## src/rtl/uart_rx.sv

```systemverilog
// Oversampling UART receiver: 1 start bit, DATA_WIDTH data bits sent LSB first,
// an optional parity bit and 1 stop bit. Each bit is a 2-of-3 majority vote
// around the bit centre. Every error-free byte raises a one-cycle DATA_VALID.
module uart_rx #(
  parameter int DATA_WIDTH = 8
) (
  input  logic                  CLK,
  input  logic                  RST,
  input  logic [4:0]            PRESCALE,
  input  logic                  PAR_EN,
  input  logic                  PAR_TYP,
  input  logic                  RX_IN,
  output logic [DATA_WIDTH-1:0] P_DATA,
  output logic                  DATA_VALID
);

  localparam int BW = (DATA_WIDTH > 1) ? $clog2(DATA_WIDTH) : 1;

  typedef enum logic [2:0] {IDLE, START, DATA, PARITY, STOP} state_t;

  state_t                state, state_nxt;
  logic [4:0]            p_q;
  logic                  par_en_q, par_typ_q;
  logic [4:0]            edge_cnt;
  logic [BW-1:0]         bit_cnt;
  logic                  s0, s1;
  logic [DATA_WIDTH-1:0] shreg;
  logic                  par_err;
  // Cleared by a line break; a new start bit is accepted only after the
  // line has been seen high again.
  logic                  armed;

  logic [4:0] half;
  logic       is_s0, is_s1, is_dec, is_end, maj, par_exp;
  logic       start_frame, good, brk;

  assign half    = p_q >> 1;
  assign is_s0   = (edge_cnt == half - 5'd1);
  assign is_s1   = (edge_cnt == half);
  assign is_dec  = (edge_cnt == half + 5'd1);
  assign is_end  = (edge_cnt == p_q - 5'd1);
  // The third vote is the live line value on the decision edge.
  assign maj     = (s0 & s1) | (s0 & RX_IN) | (s1 & RX_IN);
  assign par_exp = par_typ_q ? ~^shreg : ^shreg;

  // State register
  always_ff @(posedge CLK or negedge RST) begin
    if (!RST) state <= IDLE;
    else      state <= state_nxt;
  end

  // Next-state logic and frame events
  always_comb begin
    state_nxt   = state;
    start_frame = 1'b0;
    good        = 1'b0;
    brk         = 1'b0;
    case (state)
      IDLE: begin
        if (!RX_IN && armed) begin
          state_nxt   = START;
          start_frame = 1'b1;
        end
      end
      START: begin
        if (is_dec && maj) state_nxt = IDLE;
        else if (is_end)   state_nxt = DATA;
      end
      DATA: begin
        if (is_end && bit_cnt == BW'(DATA_WIDTH - 1))
          state_nxt = par_en_q ? PARITY : STOP;
      end
      PARITY: begin
        if (is_end) state_nxt = STOP;
      end
      STOP: begin
        // Leave on the decision edge so a start bit can follow at once. The
        // exit at the end of the bit only matters for out-of-range prescales
        // whose decision point falls past the end of the bit.
        if (is_dec) begin
          state_nxt = IDLE;
          good      = maj & ~par_err;
          brk       = ~maj;
        end else if (is_end) begin
          state_nxt = IDLE;
        end
      end
      default: state_nxt = IDLE;
    endcase
  end

  // Bit timing, sampling, deserialisation and configuration capture
  always_ff @(posedge CLK or negedge RST) begin
    if (!RST) begin
      edge_cnt  <= '0;
      bit_cnt   <= '0;
      s0        <= 1'b1;
      s1        <= 1'b1;
      shreg     <= '0;
      par_err   <= 1'b0;
      p_q       <= '0;
      par_en_q  <= 1'b0;
      par_typ_q <= 1'b0;
      armed     <= 1'b0;
    end else begin
      if (state == IDLE || state_nxt == IDLE) edge_cnt <= '0;
      else if (is_end)                        edge_cnt <= '0;
      else                                    edge_cnt <= edge_cnt + 5'd1;

      if (state != DATA) bit_cnt <= '0;
      else if (is_end)   bit_cnt <= bit_cnt + 1'b1;

      if (is_s0) s0 <= RX_IN;
      if (is_s1) s1 <= RX_IN;

      if (state == DATA && is_dec) shreg[bit_cnt] <= maj;

      if (start_frame) begin
        p_q       <= PRESCALE;
        par_en_q  <= PAR_EN;
        par_typ_q <= PAR_TYP;
        par_err   <= 1'b0;
      end else if (state == PARITY && is_dec && maj != par_exp) begin
        par_err <= 1'b1;
      end

      if (brk)                        armed <= 1'b0;
      else if (state == IDLE && RX_IN) armed <= 1'b1;
    end
  end

  // Output byte and strobe, one cycle after the stop-bit decision
  always_ff @(posedge CLK or negedge RST) begin
    if (!RST) begin
      P_DATA     <= '0;
      DATA_VALID <= 1'b0;
    end else begin
      DATA_VALID <= good;
      if (good) P_DATA <= shreg;
    end
  end

endmodule

```

## config.mk

```make
export PLATFORM = sky130hd
export DESIGN_NAME = uart_rx
export DESIGN_NICKNAME = d
export VERILOG_FILES = /design/src/rtl/uart_rx.sv
export SDC_FILE = /design/constraint.sdc
export NUM_CORES = 1
export LEC_CHECK = 0
export BUFFER_PORTS_ARGS = -buffer_cell sky130_fd_sc_hd__buf_2
export CAP_MARGIN = 10
export CORE_MARGIN = 2
export CORE_UTILIZATION = 59
export CTS_CLUSTER_DIAMETER = 120
export DETAILED_ROUTE_END_ITERATION = 8
export GPL_ROUTABILITY_DRIVEN = 0
export PLACE_DENSITY_LB_ADDON = 0.3
export SLEW_MARGIN = 0
export SYNTH_ARGS = -nofsm -noshare
export SYNTH_HDL_FRONTEND = slang
export SYNTH_SLANG_ARGS = --single-unit
```

## constraint.sdc

```tcl
create_clock -name CLK -period 3.2 [get_ports CLK]
set_input_delay 0.32 -clock CLK [delete_from_list [all_inputs] [get_ports CLK]]
set_output_delay 0.32 -clock CLK [all_outputs]
set_load 0.01 [all_outputs]
```

# Yosys cells after proc, flatten, opt, wreduce, memory -nomap -nowiden
# Index checks and enable logic that the tools add are counted.
[totals]
wordCells = 83
in_bits = 10
output_inout_bits = 9
reg_bits = 39
[op_classes]
n_addsub = 5
reduce_logical = 17
n_lt_le_gt_ge = 2
bitwise = 8
muxes = 27
n_eq_ne = 11
[op_table]
columns = ["cell", "count"]
rows = [
  ["3-bit 2-to-1 mux", 10],
  ["5-bit equality test", 3],
  ["3-bit case mux with 5 select lines", 1],
  ["1-bit 2-to-1 mux", 12],
  ["5-bit 2-to-1 mux", 2],
  ["8-bit bitwise mux", 1],
  ["1-bit logical AND", 8],
  ["8-bit XNOR reduction", 1],
  ["8-bit parity", 1],
  ["3-bit by 2-bit equality test with 1-bit output, second input constant", 2],
  ["3-bit equality test, second input constant", 2],
  ["3-bit zero test", 2],
  ["2-bit nonzero test", 3],
  ["4-bit by 1-bit adder with 5-bit output, second input constant", 1],
  ["5-bit by 1-bit adder with 5-bit output, second input constant", 1],
  ["5-bit by 4-bit equality test with 1-bit output", 1],
  ["4-bit by 1-bit subtractor with 5-bit output, second input constant", 1],
  ["5-bit by 1-bit subtractor with 5-bit output, second input constant", 1],
  ["1-bit AND", 4],
  ["3-bit by 4-bit less-than comparator with 1-bit output, second input constant", 1],
  ["3-bit by 1-bit adder with 3-bit output, second input constant", 1],
  ["1-bit demux with 3-bit select", 1],
  ["3-bit by 1-bit equality test with 1-bit output, second input constant", 1],
  ["3-bit by 1-bit greater-or-equal comparator with 1-bit output, second input constant", 1],
  ["6 further kinds", 8],
]

# Longest topological paths before layout
[logic_depth]
depth_word = 9
depth_mapped = 10
depth_no_buf = 8

# Worst setup path before layout
# OpenSTA, ideal clock, no wires.
[synth_path]
path_kind = "register to register"
startpoint = "register p_q[2]"
endpoint = "register P_DATA[0]"
arrival_time_ns = 2.387
setup_ns = 0.125
n_path_buf = 1
stages_incl_launch_ff = 9
path_slack_ns = 0.688
period_less_slack_ns = 2.512
t_required_ns = 3.075
cell_sequence = "dfrtp_1 > buf_2 > inv_1 > ha_1 > xnor2_1 > a21boi_0 > nand3_2 > nor4_4 > mux2_2"
[synth_via]
elab_chain_cells = 4
[synth_lines]
columns = ["item", "line_no", "text"]
rows = [
  ["start: declaration", "22", "logic [4:0] p_q;"],
  ["start signal: assignment", "101", "p_q <= '0;"],
  ["start signal: assignment", "119", "p_q <= PRESCALE;"],
  ["4-bit by 1-bit adder with 5-bit output", "40", "assign is_dec = (edge_cnt == half + 5'd1);"],
  ["5-bit equality test", "40", ""],
  ["1-bit 2-to-1 mux", "80", "if (is_dec) begin"],
  ["1-bit 2-to-1 mux", "58", "case (state)"],
  ["via good", "35", "logic start_frame, good, brk;"],
  ["end signal: assignment", "139", "if (good) P_DATA <= shreg;"],
  ["end: declaration", "13", "output logic [DATA_WIDTH-1:0] P_DATA,"],
]
# The timed path passes the listed nets, and every way through them passes these cells.
# A chain may end at the register's enable or synchronous reset.

# Worst setup path after layout
[layout_path]
startpoint = "register p_q[2]"
endpoint = "register P_DATA[1]"
# Same word-level chain as after synthesis.

==> results.cfg <==
[run_status]
status = finished clean

[drt]
via_per_inst = 5.81
wl_per_cell_microns = 16.0
drc = 0
routed_wl_microns = 4310
drt_iter0_drc = 78
ant_nets = 0
first_pass_iters = 4
route.vias.total = 1569

[critical_path]
worst_setup_path_end_kind = flip-flop
required_ps = 3380
worstSetupPathType = flip-flop to flip-flop
path_max_fanout = 12
start_kind = flip-flop
arrival_ps = 3050

[logic_synthesis]
synth_flop_cell = dfrtp_1
synth_top_family_by_area = simple AND/OR/NAND/NOR gates
syn_inst = 203
seq_area_frac_synth_pct = 45.2
synthSimpleGateAreaFrac_pct = 14.4
yosysWarnings = 0
ys_seq_elements = 39
yosys.area.top_type = dfrtp_1
synth_top_cells_by_area = dfrtp_1 (43%), mux2_2 (13%), xnor2_1 (6.5%)
synth_edf_count = 0
async_flop_share_pct = 100
syn_nets = 220
synthAdderAreaFrac_pct = 4.04
avgSynthCellArea_sq_um = 10.7
synth_cell_types = 38
netlist_area_sq_um = 2170
synthMuxAreaShare_pct = 14.4
yosys.area_share.xor_xnor_pct = 10.1
synth_compound_area_share_pct = 9.07
yosysTopAreaCellShare_pct = 42.7

[floorplan]
coreArea_sq_um = 3610
die_area_sq_um = 4170
die_w_microns = 64.6
die_h_microns = 64.6
initial_core_util_pct = 60.1
rows = 22
boundaryPins = 19

[sta]
skew_ps = 5.10
max_slew_margin_pct = 42.5
slew_violations = 0
hold_violations = 0
whs_ps = 124
min_period_ps = 2870
fin_crit_sh_pct = 89.8
setup_tns_ps = 0
grt_setup_unrepaired = no
timing.fmax_mhz = 348
setup_viol_count_final = 0
worst_pin_slew_ps = 862

[clock_tree]
clk_pin_slew_ps = 70
cts_buffers = 5
insertion_delay_ps = 290
cts_setup_buffers = 0
cts_hold_buf = 0
cts_sinks = 39
h-tree-depth = 2
clockBufferDepth = 2
cts_root_buffer = clkbuf_8
cts_tree = yes
post_cts_resize_count = 0

[grt]
grt_pass1_vias = 1634
grt_first_pass_wirelength_microns = 7690
grt_util_all_layers_pct = 24.2
gr-total-overflow = 0
grt_max_degree = 40
antenna_found_initial = 0

[placement]
dp_hpwl_microns = 3180
dpl-instance-area_sq_um = 2290
io_buffer_count = 18

[cells_and_area]
drive_gt1_share_pct = 25.7
diodes = 0
final_area_sq_um = 2370
syn2layout_area_growth_pct = 9.53
fillers = 301
seq_area_sq_um = 978
multi_input_area_sq_um = 1120
nets = 238

[min_path]
min_path_type = input port to async pin

[flow_run]
max_cap_violations = 0

[pwr]
ir_drop_v = 0.000410
power.leakage_nw = 1.09
p_per_area_nw_per_um2 = 821
cells in the mapped netlist, drive strengths merged (2+ instances only):
master  number
dfrtp       37
mux2        25
xnor2       16
nor2        13
a21oi       11
nand2       11
inv          8
nor3         8
nor4         8
xor2         8
ha           7
clkbuf       5
nand2b       5
nand3        5
o21ai        4
a31oi        3
buf          3
mux2i        3
nor2b        3
o22ai        3
dfstp        2
nand4        2
o31ai        2
o41ai        2
routing by layer:
layer	global-route usage, %	up-vias	wire length (microns)
met5	0	-	0
met3	5.73	8	175
met1	32.0	766	1970
met4	7.98	0	72
li1	-	759	-
met2	39.6	36	2090
where the power goes:
part	internal [W]	switching, W
Combinational	0.000381	0.000480
Sequential	0.000602	0.000162
Clock	0.000153	0.000169
Total	0.00114	0.000811
cell families after synthesis:
group | Yosys count
fa+ha+maj | 7
simple gates | 58
xor+xnor | 24
compound gates | 31
mux | 28
buf+inv | 16
flops | 39
cell type report:
cell class / count / area share, %
multi-input cells: 148 / 47.4
flip-flops and latches: 39 / 41.2
repair buffers: 19 / 4.11
clock buffers: 7 / 3.22
well taps: 48 / 2.53
inverters: 8 / 1.27
clock inverters: 1 / 0.211
layout by cell type (no fill, tap or decap), types with 2 or more instances in the layout:
cell      netlist  final
nor4_1          7      7
o41ai_1         2      2
nand2_1        11     11
nand2b_1        5      5
nor3_1          8      8
o22ai_1         3      3
mux2_2         25     25
dfrtp_1        37     37
xnor2_1        16     16
clkbuf_8        0      5
buf_2           2     18
a21oi_1        11     11
xor2_1          7      7
o31ai_1         2      2
nor2_1         13     13
nor2b_1         3      3
clkbuf_1        5      2
a31oi_1         3      3
mux2i_1         3      3
nand3_1         4      4
inv_1           8      8
ha_1            7      7
nand4_1         2      2
dfstp_2         2      2
o21ai_0         3      3
metrics by stage:
| step | utilization [%] | power (W) | instances | setup slack [ps] |
|---|---|---|---|---|
| 2_1_floorplan | - | 0.00144 | 203 | 688 |
| 3_3_place_gp | 63.5 | 0.00156 | 262 | 509 |
| 3_5_place_dp | 63.5 | 0.00162 | 262 | 358 |
| 4_1_cts | 65.8 | 0.00194 | 270 | 343 |
| 5_1_grt | 65.8 | 0.00210 | 270 | 100 |
| 6_report | 65.8 | 0.00195 | 270 | 327 |
state kept, by name, summed over array words and instances, names as in the netlist:
| register | count |
|---|---|
| state | 3 |
| par_en_q | 1 |
| par_typ_q | 1 |
| edge_cnt | 5 |
| P_DATA | 8 |
| s1 | 1 |
| bit_cnt | 3 |
| armed | 1 |
| s0 | 1 |
| p_q | 5 |
| par_err | 1 |
| shreg | 8 |
| DATA_VALID | 1 |
path summary, 6_finish.rpt:
path                            slack, ps        end  cells past startpoint        start
min in group CLK                      260     p_q[0]                      2  PRESCALE[0]
worst max-delay path                  330  P_DATA[1]                      8       p_q[2]
worst min-delay path                  120     p_q[3]                      1          RST
worst max register to register        330  P_DATA[1]                      8       p_q[2]
max in group asynchronous            2520   shreg[0]                      1          RST
worst min register to register        510  P_DATA[4]                      1    P_DATA[4]
worst max-delay path: stages, from the launching register on:
cell,delay (ps)
dfrtp_1,490
inv_1,170
ha_1,320
xnor2_1,200
a21boi_0,390
nand3_2,320
nor4_4,310
buf_4,210
mux2_2,350
Power figures use the tool's default switching activity.
